**src/rtl/universal_shift_reg.sv**
```systemverilog
// WIDTH-bit universal shift register: hold, load, logical/arithmetic shifts, rotates, clear,
// plus a shift counter that pulses Done after every WIDTH-th counted shift or rotate.
module universal_shift_reg #(
  parameter int WIDTH = 8
) (
  input  logic             Clk,
  input  logic             Reset,
  input  logic             En,
  input  logic [2:0]       Mode,
  input  logic [WIDTH-1:0] D,
  input  logic             SerIn,
  output logic [WIDTH-1:0] Q,
  output logic             SerOut,
  output logic             Done
);

  localparam int CW = $clog2(WIDTH + 1);

  localparam logic [2:0] MODE_HOLD  = 3'b000;
  localparam logic [2:0] MODE_LOAD  = 3'b001;
  localparam logic [2:0] MODE_SHR   = 3'b010;
  localparam logic [2:0] MODE_SHL   = 3'b011;
  localparam logic [2:0] MODE_ROR   = 3'b100;
  localparam logic [2:0] MODE_ROL   = 3'b101;
  localparam logic [2:0] MODE_ASR   = 3'b110;
  localparam logic [2:0] MODE_CLEAR = 3'b111;

  logic [CW-1:0]    cnt_r;
  logic [CW-1:0]    cnt_nxt_s;
  logic [CW-1:0]    cnt_inc_s;
  logic             cnt_wrap_s;
  logic [WIDTH-1:0] q_nxt_s;
  logic             ser_nxt_s;
  logic             done_nxt_s;

  // Count step shared by every shift/rotate mode; direction changes do not reset it
  always_comb begin
    cnt_wrap_s = (cnt_r == CW'(WIDTH - 1));
    cnt_inc_s  = cnt_wrap_s ? {CW{1'b0}} : (cnt_r + CW'(1));
  end

  // Next-state selection by mode; hold and disabled cycles keep everything but Done
  always_comb begin
    q_nxt_s    = Q;
    ser_nxt_s  = SerOut;
    cnt_nxt_s  = cnt_r;
    done_nxt_s = 1'b0;
    if (En) begin
      case (Mode)
        MODE_HOLD: begin
          q_nxt_s = Q;
        end
        MODE_LOAD: begin
          q_nxt_s   = D;
          cnt_nxt_s = {CW{1'b0}};
        end
        MODE_SHR: begin
          q_nxt_s    = {SerIn, Q[WIDTH-1:1]};
          ser_nxt_s  = Q[0];
          cnt_nxt_s  = cnt_inc_s;
          done_nxt_s = cnt_wrap_s;
        end
        MODE_SHL: begin
          q_nxt_s    = {Q[WIDTH-2:0], SerIn};
          ser_nxt_s  = Q[WIDTH-1];
          cnt_nxt_s  = cnt_inc_s;
          done_nxt_s = cnt_wrap_s;
        end
        MODE_ROR: begin
          q_nxt_s    = {Q[0], Q[WIDTH-1:1]};
          ser_nxt_s  = Q[0];
          cnt_nxt_s  = cnt_inc_s;
          done_nxt_s = cnt_wrap_s;
        end
        MODE_ROL: begin
          q_nxt_s    = {Q[WIDTH-2:0], Q[WIDTH-1]};
          ser_nxt_s  = Q[WIDTH-1];
          cnt_nxt_s  = cnt_inc_s;
          done_nxt_s = cnt_wrap_s;
        end
        MODE_ASR: begin
          q_nxt_s    = {Q[WIDTH-1], Q[WIDTH-1:1]};
          ser_nxt_s  = Q[0];
          cnt_nxt_s  = cnt_inc_s;
          done_nxt_s = cnt_wrap_s;
        end
        MODE_CLEAR: begin
          q_nxt_s   = {WIDTH{1'b0}};
          ser_nxt_s = 1'b0;
          cnt_nxt_s = {CW{1'b0}};
        end
        default: begin
          q_nxt_s = Q;
        end
      endcase
    end else begin
      q_nxt_s = Q;
    end
  end

  // Output and counter registers with synchronous reset
  always_ff @(posedge Clk) begin
    if (Reset) begin
      Q      <= {WIDTH{1'b0}};
      SerOut <= 1'b0;
      Done   <= 1'b0;
      cnt_r  <= {CW{1'b0}};
    end else begin
      Q      <= q_nxt_s;
      SerOut <= ser_nxt_s;
      Done   <= done_nxt_s;
      cnt_r  <= cnt_nxt_s;
    end
  end

endmodule

```
**config.mk**
```make
export PLATFORM = sky130hd
export DESIGN_NAME = universal_shift_reg
export DESIGN_NICKNAME = d
export VERILOG_FILES = /design/src/rtl/universal_shift_reg.sv
export SDC_FILE = /design/constraint.sdc
export NUM_CORES = 1
export LEC_CHECK = 0
export BUFFER_PORTS_ARGS = -buffer_cell sky130_fd_sc_hd__buf_2
export CAP_MARGIN = 20
export CORE_MARGIN = 2
export CORE_UTILIZATION = 44
export DETAILED_ROUTE_END_ITERATION = 10
export GPL_TIMING_DRIVEN = 0
export PLACE_DENSITY = 0.74
export SLEW_MARGIN = 20
export SYNTH_ARGS = -nofsm -noshare
export SYNTH_HDL_FRONTEND = slang
export SYNTH_SLANG_ARGS = --single-unit
```
**constraint.sdc**
```tcl
create_clock -name Clk -period 1.15 [get_ports Clk]
set_clock_uncertainty 0.05 [all_clocks]
set_input_delay 0.1725 -clock Clk [delete_from_list [all_inputs] [get_ports Clk]]
set_output_delay 0.1725 -clock Clk [all_outputs]
set_load 0.01 [all_outputs]
```
==> summary.md <==
| Metric | Value |
|---|---|
| Initial Utilization | `0.4667` |
| Crit path max fanout | `5` |
| H-tree depth | `1` |
| Combinational family with the most area after synthesis | `compound AO/OA/AOI/OAI gates` |
| Port bufs | `23` |
| Remaining DRCs | `0` |
| Max-Cap Viols | `0` |
| Endpoints failing hold | `0` |
| Dominant cells by area after synthesis | `dfxtp_1, o31ai_1, a221oi_1` |
| # nets final | `137` |
| Die footprint | `2168 µm²` |
| Commonest cells after routing, fill and taps aside | `buf_2, dfxtp_1, nand3_1, nor2_1` |
| Status | `completed` |
| Post-synthesis adder-cell area fraction | `0.01570` |
| # Post-CTS Setup Buffers | `0` |
| Clock sinks | `14` |
| Remaining global-route overflow | `0` |
| Critical path type | `register to output port` |
| Final Core Density | `0.5744` |
| TritonCTS Buffers | `3` |
| Maximum root-to-sink buffer count | `2` |
| Pwr/cell area | `1041 nW/µm²` |
| Simple-gate share of the synthesized area | `0.2292` |
| Final setup violation count | `0` |
| Most used DFF post-synth | `dfxtp_1` |
| # rows | `15` |
| CP max stage cell | `dfxtp_1` |
| Largest net degree at the start of global routing | `11` |
| Setup crit start kind | `register` |
| VDD IR max | `482.3 µV` |
| CP peak stage delay | `0.42 ns` |
| Area fraction of the dominant cell type after synthesis | `0.3516` |
| CP endpoint kind | `output port` |
| Cell chain of the critical path | `buf_2` |
| Mapped cell area | `797.0 µm²` |
| Chip Height | `46.56 µm` |
| Ports | `25` |
| Global-route wire length before repair | `3160 µm` |
| Fin cells | `144` |
| Drt first pass iters | `4` |
| Grt met2 use | `0.2750` |
| DRT Wirelength | `1967 µm` |
| Cell count after synthesis | `93` |
| Antenna Violating Nets Remaining | `0` |
| CP bufs+invs | `1` |
| DRT iter0 DRCs | `16` |
| HPWL after DPL | `1432 µm` |
| Compound-Gate Fraction of Synth Area | `0.3234` |
| CP required | `0.93 ns` |
| Max-slew violation count | `0` |
| Crit path time final | `1.082 ns` |
| Core area | `1708 µm²` |
| Synth area leader | `dfxtp_1` |
| Fmax | `924.2 MHz` |
| Total track usage | `0.2094` |
| Period utilization | `0.9408` |
| Synth Net Count | `109` |
| HP Class | `input port to register` |
| Vias in the first global route | `711` |
| Multiplexer share of the synthesized area | `0` |
| Pleak | `0.3873 nW` |
| Crit path DAT | `0.86 ns` |
| CTS Root Cell | `clkbuf_4` |
| Yosys cell types | `37` |
| Most used routing layer | `met1` |
| Antenna violations before repair | `0` |
| Relative slew slack | `0.7482` |
| # fillers | `153` |
| Post-Syn Area per Cell | `8.570 µm²` |
| Area Overhead vs Synth | `23.08%` |
| GR Layer Usage met1 | `0.3052` |
| Routed len/inst | `13.66 µm` |
| Global placer's final weighted congestion | `0.8138` |
| Async set or reset register ratio after synthesis | `0` |
| Post-synth EDFFs | `0` |
| Worst-margin pin slew | `0.3777 ns` |
| Hold Slack | `0.1185 ns` |
| Synth Warn # | `0` |
| Clock transition at path regs | `0.08 ns` |
| RSZ-0062 raised after global routing | `no` |
| CTS tree | `yes` |
| Commonest non-fill, non-tap cell in the layout | `buf_2` |
| Crit-path leading delay family | `flip-flops` |
| Vias per Instance | `5.944` |
| Share of layout cells above drive strength 1 | `0.3109` |
| Via Count | `856` |
| Seq/Total Area, Yosys | `0.3516` |
| Register bit total from synthesis | `14` |
| Die Span X | `46.56 µm` |
| Placed cell count | `141` |
| N_diodes | `0` |
| Met3 usage | `0.04314` |
| XOR/XNOR share of the synthesized area | `0.01099` |
| Clock Latency Late Sink | `0.28 ns` |
## power by group
group | leakage [nW] | switching, mW | total, mW | internal (mW)
combinational | 0.259 | 0.118 | 0.211 | 0.0938
sequential | 0.115 | 0.0228 | 0.529 | 0.506
clock | 0.0138 | 0.160 | 0.281 | 0.121
total | 0.387 | 0.300 | 1.02 | 0.721
## through the flow
stage	setup slack (ns)	setup TNS (ns)	cell area [µm²]	total power, mW
2_1_floorplan	0.0006386	0	797.0	0.6706
3_3_place_gp	-0.1589	-1.188	943.4	0.7395
3_5_place_dp	-0.1787	-1.301	943.4	0.7452
4_1_cts	0.02114	0	965.9	1.019
5_1_grt	0.006614	0	980.9	1.083
6_report	0.06803	0	980.9	1.021
## path summary, 6_finish.rpt
check,start,to,slack [ns],depth (start not counted)
worst min register to register,cnt_r[0],cnt_r[0],0.45,2
worst max-delay path,Q[0],Q[0],0.07,1
worst min-delay path,En,cnt_r[2],0.12,2
worst max register to register,cnt_r[0],cnt_r[3],0.08,4
## per-layer routing
layer	wire, µm	part of all wire
met5	0	0
met4	38	0.019
met3	104	0.053
met2	914	0.46
met1	909	0.46
## sequential cells by signal, summed over array words and instances, names as in the netlist
| signal | cells |
|---|---|
| Q | 8 |
| cnt_r | 4 |
| Done | 1 |
| SerOut | 1 |
## final cells by class
class	instances	area, µm²	area share
tap	25	31.28	0.03189
sequential	14	282.8	0.2883
clock buffer	3	22.52	0.02296
buffer	6	43.79	0.04464
inverter	3	11.26	0.01148
multi-input combinational	70	474.2	0.4834
timing repair buffer	23	115.1	0.1173
## cell usage after synthesis, drive strengths merged (3+ instances only)
cell type,number
dfxtp,14
o31ai,7
inv,3
a221oi,6
nand3,9
a21oi,3
nand2,7
nor2,10
buf,5
## kinds of logic (layout without fill, tap and decap cells)
group / Yosys count / after routing
xor gates and xnor gates: 1 / 1
and+or+nand+nor: 36 / 36
DFF: 14 / 14
buffers and inverters: 9 / 35
adders and majority gates: 1 / 1
AOI/OAI and AO/OA: 32 / 32
## timing repair
| item | 4_1_cts | 5_1_grt |
|---|---|---|
| gates resized for setup | 0 | 4 |
| hold buffers | 0 | 0 |
| setup endpoints to repair | 0 | 3 |
(Power assumes the default switching activity.)
